**config.mk**
```make
export PLATFORM = sky130hd
export DESIGN_NAME = instr_sequencer
export DESIGN_NICKNAME = d
export VERILOG_FILES = /design/src/rtl/instr_sequencer_pkg.sv /design/src/rtl/instr_sequencer_retire_counter.sv /design/src/rtl/instr_sequencer.sv
export SDC_FILE = /design/constraint.sdc
export NUM_CORES = 1
export LEC_CHECK = 0
export BUFFER_PORTS_ARGS = -buffer_cell sky130_fd_sc_hd__buf_2
export CORE_MARGIN = 1.5
export CORE_UTILIZATION = 25
export CTS_CLUSTER_DIAMETER = 50
export CTS_CLUSTER_SIZE = 10
export DETAILED_ROUTE_END_ITERATION = 10
export GPL_ROUTABILITY_DRIVEN = 0
export GPL_TIMING_DRIVEN = 0
export PLACE_DENSITY = 0.56
export SKIP_LAST_GASP = 1
export SYNTH_ARGS = -nofsm -noshare
export SYNTH_HDL_FRONTEND = slang
export SYNTH_SLANG_ARGS = --single-unit
```
**constraint.sdc**
```tcl
create_clock -name CLK -period 1.6 [get_ports CLK]
set_input_delay 0.16 -clock CLK [delete_from_list [all_inputs] [get_ports CLK]]
set_output_delay 0.16 -clock CLK [all_outputs]
set_load 0.05 [all_outputs]
```
**src/rtl/instr_sequencer_pkg.sv**
```systemverilog
// Purpose: shared state encodings and widths for the instruction sequencer.
// Latency: n/a (types and constants only).
// Backpressure: n/a.
package instr_sequencer_pkg;

    localparam int STATE_W   = 3;
    localparam int CNT_W_DEF = 32;

    typedef enum logic [STATE_W-1:0] {
        ST_IDLE   = 3'd0,
        ST_FETCH  = 3'd1,
        ST_DECODE = 3'd2,
        ST_EXEC   = 3'd3,
        ST_MEM    = 3'd4,
        ST_WB     = 3'd5,
        ST_FAULT  = 3'd7
    } state_t;

    // FETCH through WB count as busy; IDLE and FAULT do not.
    function automatic logic state_is_busy(input state_t s);
        return (s == ST_FETCH) || (s == ST_DECODE) || (s == ST_EXEC) ||
               (s == ST_MEM)   || (s == ST_WB);
    endfunction

endpackage

```
**src/rtl/instr_sequencer_retire_counter.sv**
```systemverilog
// Purpose: retired-instruction counter, wraps modulo 2^CNT_W.
// Latency: count reflects an enable one clock after it is sampled.
// Backpressure: none; counts every enabled cycle.
module retire_counter #(
    parameter int CNT_W = 32
) (
    input  logic             clk,
    input  logic             rst_n,
    input  logic             en,
    output logic [CNT_W-1:0] count
);

    // Free-running increment on enable; natural overflow gives the wrap.
    always_ff @(posedge clk or negedge rst_n) begin
        if (!rst_n) begin
            count <= '0;
        end else if (en) begin
            count <= count + CNT_W'(1);
        end
    end

endmodule

```
**src/rtl/instr_sequencer.sv**
```systemverilog
// Purpose: multi-cycle FETCH/DECODE/EXEC/MEM/WB control sequencer with per-stage write strobes.
// Latency: ALU 4, branch 3, store 4, load 5 cycles plus memory wait cycles; outputs are combinational from state.
// Backpressure: stalls in FETCH on im_ready=0 and in MEM on dm_ready=0; INSTR_SEQ_TIMEOUT_EN bounds those waits.
module instr_sequencer
    import instr_sequencer_pkg::*;
#(
    parameter int CNT_W          = CNT_W_DEF,
    parameter int TIMEOUT_CYCLES = 16
) (
    input  logic               CLK,
    input  logic               RST_N,
    input  logic               start,
    input  logic               halt_req,
    input  logic               is_mem,
    input  logic               is_store,
    input  logic               is_branch,
    input  logic               im_ready,
    input  logic               dm_ready,
    output logic               im_req,
    output logic               ir_we,
    output logic               pc_we,
    output logic               rb_we,
    output logic               dm_req,
    output logic               dm_we,
    output logic               busy,
    output logic [STATE_W-1:0] state,
    output logic [CNT_W-1:0]   retired,
    output logic               fault
);

    state_t cur_st;
    state_t nxt_st;
    state_t bnd_st;
    logic   halt_lat;
    logic   halt_lat_nxt;

`ifdef INSTR_SEQ_TIMEOUT_EN
    localparam int WAIT_W = $clog2(TIMEOUT_CYCLES + 1);
    logic [WAIT_W-1:0] wait_cnt;
    logic              wait_hit;

    // The current cycle is the last allowed wait cycle before faulting.
    assign wait_hit = (wait_cnt == WAIT_W'(TIMEOUT_CYCLES - 1));
`else
    logic unused_timeout;
    assign unused_timeout = (TIMEOUT_CYCLES > 0);
`endif

    // A halt seen now or earlier in this instruction ends the run at the boundary.
    assign bnd_st = (halt_lat || halt_req) ? ST_IDLE : ST_FETCH;
    assign state  = cur_st;

    // State register.
    always_ff @(posedge CLK or negedge RST_N) begin
        if (!RST_N) begin
            cur_st <= ST_IDLE;
        end else begin
            cur_st <= nxt_st;
        end
    end

    // Next state and strobes; ready arriving on the limit cycle beats the timeout.
    always_comb begin
        nxt_st = cur_st;
        im_req = 1'b0;
        ir_we  = 1'b0;
        pc_we  = 1'b0;
        rb_we  = 1'b0;
        dm_req = 1'b0;
        dm_we  = 1'b0;
        fault  = 1'b0;
        busy   = state_is_busy(cur_st);
        case (cur_st)
            ST_IDLE: begin
                if (start) begin
                    nxt_st = ST_FETCH;
                end
            end
            ST_FETCH: begin
                im_req = 1'b1;
                if (im_ready) begin
                    ir_we  = 1'b1;
                    nxt_st = ST_DECODE;
                end
`ifdef INSTR_SEQ_TIMEOUT_EN
                else if (wait_hit) begin
                    nxt_st = ST_FAULT;
                end
`endif
            end
            ST_DECODE: begin
                nxt_st = ST_EXEC;
            end
            ST_EXEC: begin
                if (is_mem) begin
                    nxt_st = ST_MEM;
                end else if (is_branch) begin
                    pc_we  = 1'b1;
                    nxt_st = bnd_st;
                end else begin
                    nxt_st = ST_WB;
                end
            end
            ST_MEM: begin
                dm_req = 1'b1;
                dm_we  = is_store;
                if (dm_ready) begin
                    if (is_store) begin
                        pc_we  = 1'b1;
                        nxt_st = bnd_st;
                    end else begin
                        nxt_st = ST_WB;
                    end
                end
`ifdef INSTR_SEQ_TIMEOUT_EN
                else if (wait_hit) begin
                    nxt_st = ST_FAULT;
                end
`endif
            end
            ST_WB: begin
                rb_we  = 1'b1;
                pc_we  = 1'b1;
                nxt_st = bnd_st;
            end
            ST_FAULT: begin
`ifdef INSTR_SEQ_TIMEOUT_EN
                fault  = 1'b1;
`else
                nxt_st = ST_IDLE;
`endif
            end
            default: begin
                nxt_st = ST_IDLE;
            end
        endcase
    end

    // Halt latch: armed outside IDLE, cleared whenever IDLE is entered.
    always_comb begin
        halt_lat_nxt = halt_lat;
        if ((cur_st != ST_IDLE) && halt_req) begin
            halt_lat_nxt = 1'b1;
        end
        if (nxt_st == ST_IDLE) begin
            halt_lat_nxt = 1'b0;
        end
    end

    // Halt latch register.
    always_ff @(posedge CLK or negedge RST_N) begin
        if (!RST_N) begin
            halt_lat <= 1'b0;
        end else begin
            halt_lat <= halt_lat_nxt;
        end
    end

`ifdef INSTR_SEQ_TIMEOUT_EN
    // Wait counter restarts on any state change and counts not-ready cycles in FETCH/MEM.
    always_ff @(posedge CLK or negedge RST_N) begin
        if (!RST_N) begin
            wait_cnt <= '0;
        end else if (nxt_st != cur_st) begin
            wait_cnt <= '0;
        end else if (((cur_st == ST_FETCH) && !im_ready) ||
                     ((cur_st == ST_MEM) && !dm_ready)) begin
            wait_cnt <= wait_cnt + WAIT_W'(1);
        end
    end
`endif

    retire_counter #(
        .CNT_W (CNT_W)
    ) u_retire_counter (
        .clk   (CLK),
        .rst_n (RST_N),
        .en    (pc_we),
        .count (retired)
    );

endmodule

```
Word-level counts from Yosys, hierarchy flattened:

Cells that the tools add are included.

* register bits after elaboration: 36
* input bits: 9
* output and inout port bits: 43
* word-level logic and storage cells: 40

* $add $sub $neg: 1
* equality and inequality tests: 5
* multiplexer cells: 21
* reduce and logical (&&, ||, !) cells: 10

Operators by type and width (number)
* $add A32 B1 Y32 const B: 1
* $mux W3: 6
* $pmux W3 S6: 1
* $mux W1: 13
* $eq A3 B2 Y1 const B: 2
* $eq A3 B3 Y1 const B: 2
* $logic_not A3 Y1: 2
* $logic_or A1 B1 Y1: 5
* $eq A3 B1 Y1 const B: 1
* $pmux W1 S3: 1
* $reduce_bool A3 Y1: 1
* $reduce_bool A2 Y1: 1
* $logic_and A1 B1 Y1: 1

Depth between registers and ports, before layout:

* depth after elaboration: 7
* gate-level depth with buffers: 6
* gate-level depth less buffers: 5

Cells and area by module:

From an unflattened synthesis, not the netlist that was laid out.

* cells, all modules: 159
* area total of the unflattened synthesis: 1752.9 µm²

By module, submodules not included
* retire_counter: times used 1, cells each 123, area an instance 1448.9 µm², sequential area each 800.8 µm²
* instr_sequencer: times used 1, cells each 36, area an instance 304.0 µm², sequential area each 100.1 µm²

Worst setup path after synthesis:

Ideal clock, no wire load.

* path kind: flip-flop to output port
* start point: register cur_st[2], in the netlist state[2]
* end point: output port dm_we
* arrival: 2.723 ns
* required time: 1.440 ns
* slack: -1.283 ns
* stages on the path, launching flop included: 4
* buffers on the path: 1
* path through: dfrtp_1 > buf_4 > nor3b_1 > and2_1

* longest elaborated chain between the ends: 2

Ends and longest elaborated chain
* from (decl): RTL line instr_sequencer.sv:31 `state_t cur_st;`
* from (signal assigned): RTL line instr_sequencer.sv:58 `cur_st <= nxt_st;`
* $eq A3 B3 Y1: RTL line instr_sequencer.sv:73 `case (cur_st)`
* $mux W1: RTL line instr_sequencer.sv:73
* to (decl): RTL line instr_sequencer.sv:24 `output logic dm_we,`

Every way passes these cells.

Worst setup path in the final report:

* start point: register cur_st[1], in the netlist state[1]
* end point: output port pc_we

* longest elaborated chain between the ends: 2
* elaborated cells on any way between the ends: 4
* those cells by class: 3 x eq/ne; 1 x mux

Ends and longest elaborated chain
* $eq A3 B3 Y1 / $eq A3 B2 Y1 (equally long branches): RTL line instr_sequencer.sv:73
* $pmux W1 S3 (*): RTL line instr_sequencer.sv:73
* to (decl): RTL line instr_sequencer.sv:21 `output logic pc_we,`

Mark *: on every way between the ends. The rest lies on a longest branch, timed or not.

==> reports/qor.yml <==
run_status:
  status: "finished with violations"
  violations: "negative hold slack, negative setup slack"
setup_path:
  startpoint_type: "register"
  arrival_ns: 1.50
  critPathMaxFanout: 5
  cp.required_ns: 1.44
  cp-end-kind: "output pin"
  crit_type: "register to output pin"
sta:
  max_freq_ghz: 0.601
  drv_slew: 0
  skew_ns: 0.00924
  tightest_slew_ns: 0.833
  rsz0062_at_grt: "yes"
  finalHoldViolations: 36
  finalSetupTns_ns: -0.270
  relSlewSlack: 0.445
  fin_crit_ns: 1.66
  fin_ws_ns: -0.0627
  setup_viol: 12
  fin_crit_sh: 1.04
  hold_ws_ns: -0.0306
yosys:
  yosysWarnings: 0
  syn-num-nets: 175
  syn_inst: 165
  syn-mean-instance-area_um2: 11.1
  ys_ff_latch: 36
  synth.lib_cells_used.distinct: 34
  synth_area_um2: 1830
  ys_seq_area_frac: 0.493
global_routing:
  grt_remaining_overflow: 0
  grtUsageTotal: 0.120
  grt_max_degree: 37
  grt_pass1_vias: 1374
  grt_pass1_wl_mm: 7.05
  antenna_found_initial: 0
power_and_ir_drop:
  p_per_area_nw_per_um2: 1340
  vdd_drop_max_v: 0.000399
  power_frac_clock: 0.177
  combPwrFrac: 0.483
  p_int_mw: 1.97
  seqPwrFrac: 0.340
  p_sw_mw: 1.53
  power.leakage_nw: 1.15
  p_sw_frac: 0.437
floorplan:
  boundaryPins: 52
  die_w_um: 88.5
  fp.dieArea_um2: 7830
  row_count: 30
  fp.dieH_um: 88.5
  core-area_um2: 6940
  start_util: 0.263
drt:
  vias: 1531
  ant_nets: 0
  drtPass1Iterations: 4
  wire_per_inst_um: 14.0
  vias_per_cell: 4.58
  wl_mm: 4.69
  drt-initial-drc-count: 43
  drc: 0
placement:
  hpwl_mm: 3.06
  io_buffer_count: 50
clock_tree:
  cts_sinks: 36
  tritoncts: "built"
  cts_buffers: 5
  htree_levels: 2
  clk_path_buf_depth: 2
  clkTransAtPathRegs_ns: 0.07
  clockRootBuffer: "clkbuf_8"
  insertion_delay_ns: 0.29
worst_hold_path:
  hold_path.class: "input port to async pin"
cells_and_area:
  utilization: 0.375
  nets: 247
  antenna_cells: 0
  drive_gt1_frac: 0.517
  area_growth_pct: 42.6
run:
  cap_violations: 0
[final timing paths]
check | from | endpoint | slack (ns) | cells after the start
min in group CLK | start | state[0] | 0.17 | 3
worst max-delay path | state[1] | pc_we | -0.06 | 4
worst min register to register | u_retire_counter.count[31] | u_retire_counter.count[31] | 0.46 | 1
worst max register to register | state[1] | u_retire_counter.count[1] | -0.05 | 5
max in group asynchronous | RST_N | u_retire_counter.count[13] | 1.05 | 1
worst min-delay path | RST_N | state[1] | -0.03 | 1
[synthesized netlist by cell type, drive strengths merged]
cell	n	area [um^2]
nor4	3	48.8
a41o	1	10.0
nor2b	2	12.5
nand2b	2	12.5
dfrtp	36	901
and4	2	17.5
a21oi	3	15.0
nand4b	3	26.3
ha	1	12.5
xor2	1	8.76
a21boi	1	7.51
xnor2	30	263
nand3b	1	7.51
and2	6	37.5
nor3	2	10.0
o32ai	2	32.5
nor3b	1	7.51
o32a	1	10.0
and3	6	37.5
nor2	4	15.0
mux2	1	11.3
or3b	1	8.76
nand4	19	125
and2b	1	7.51
nand3	16	80.1
nand2	7	26.3
conb	1	3.75
inv	2	7.50
buf	5	45.0
o21ai	4	20.0
[registers in the layout, indices dropped and copies added, names as in the netlist]
register and flops:
u_retire_counter.count 32, state 3, halt_lat 1
[per-layer routing]
metal / global-route usage / wire length, um
met2: 0.184 / 2170
met4: 0.0341 / 37
met3: 0.0289 / 197
met5: 0 / 0
met1: 0.169 / 2280
[timing repair]
action                                  CTS  global route
hold endpoints to repair                  0             0
gates resized for setup                  11            17
endpoints found under the setup margin   34            36
hold buffers                              0             0
pin swaps                                 9            11
buffers inserted                          8             7
gates cloned                              0             1
[cell type report]
type | instances | area, um^2
fill | 697 | 4340
clock buffer | 7 | 76.3
sequential | 36 | 933
inverter | 2 | 7.51
timing repair buffer | 66 | 439
multi-input combinational | 122 | 983
buffer | 4 | 41.3
tap | 96 | 120
clock inverter | 1 | 5.00
[power groups by stage]
stage               registers [mW]  logic [mW]  clock network, mW
floorplan                     1.47       0.763                  0
finish                        1.19        1.69              0.621
global route                  1.21        1.79              0.694
global placement              1.20        1.36                  0
detailed placement            1.21        1.37                  0
CTS                           1.19        1.48              0.651
[placed cells by master (no fill, tap or decap), drive strengths merged, types with 4 or more instances in the layout]
cell    Yosys  final
buf         5     68
dfrtp      36     36
xnor2      30     30
nand4      19     19
nand3      16     16
clkbuf      0      9
nand2       7      7
and3        6      6
and2        6      6
nor2        4      4
o21ai       4      4
[cell families after synthesis]
kind of cell	count (synthesis)	synth area share
AO/OA/AOI/OAI	12	0.0520
XOR/XNOR	31	0.149
adder cells (fa/ha/maj)	1	0.00684
buffers and inverters	7	0.0287
flip-flops	36	0.493
multiplexers	1	0.00616
other	1	0.00205
AND/OR/NAND/NOR	76	0.263
[critical path, stage by stage (launching register included)]
cell and delay [ns]:
dfrtp_2 0.44, buf_4 0.15, o32ai_4 0.32, buf_6 0.17, buf_8 0.14
[stage by stage]
step | std cells | setup WS (ns) | total power, mW | area, um^2
2_1_floorplan | 165 | -0.171 | 2.23 | 1940
3_3_place_gp | 311 | -0.215 | 2.57 | 2310
3_5_place_dp | 311 | -0.214 | 2.58 | 2310
4_1_cts | 327 | -0.0903 | 3.32 | 2510
5_1_grt | 334 | -0.143 | 3.69 | 2610
6_report | 334 | -0.0627 | 3.50 | 2610
(Power assumes the default switching activity.)
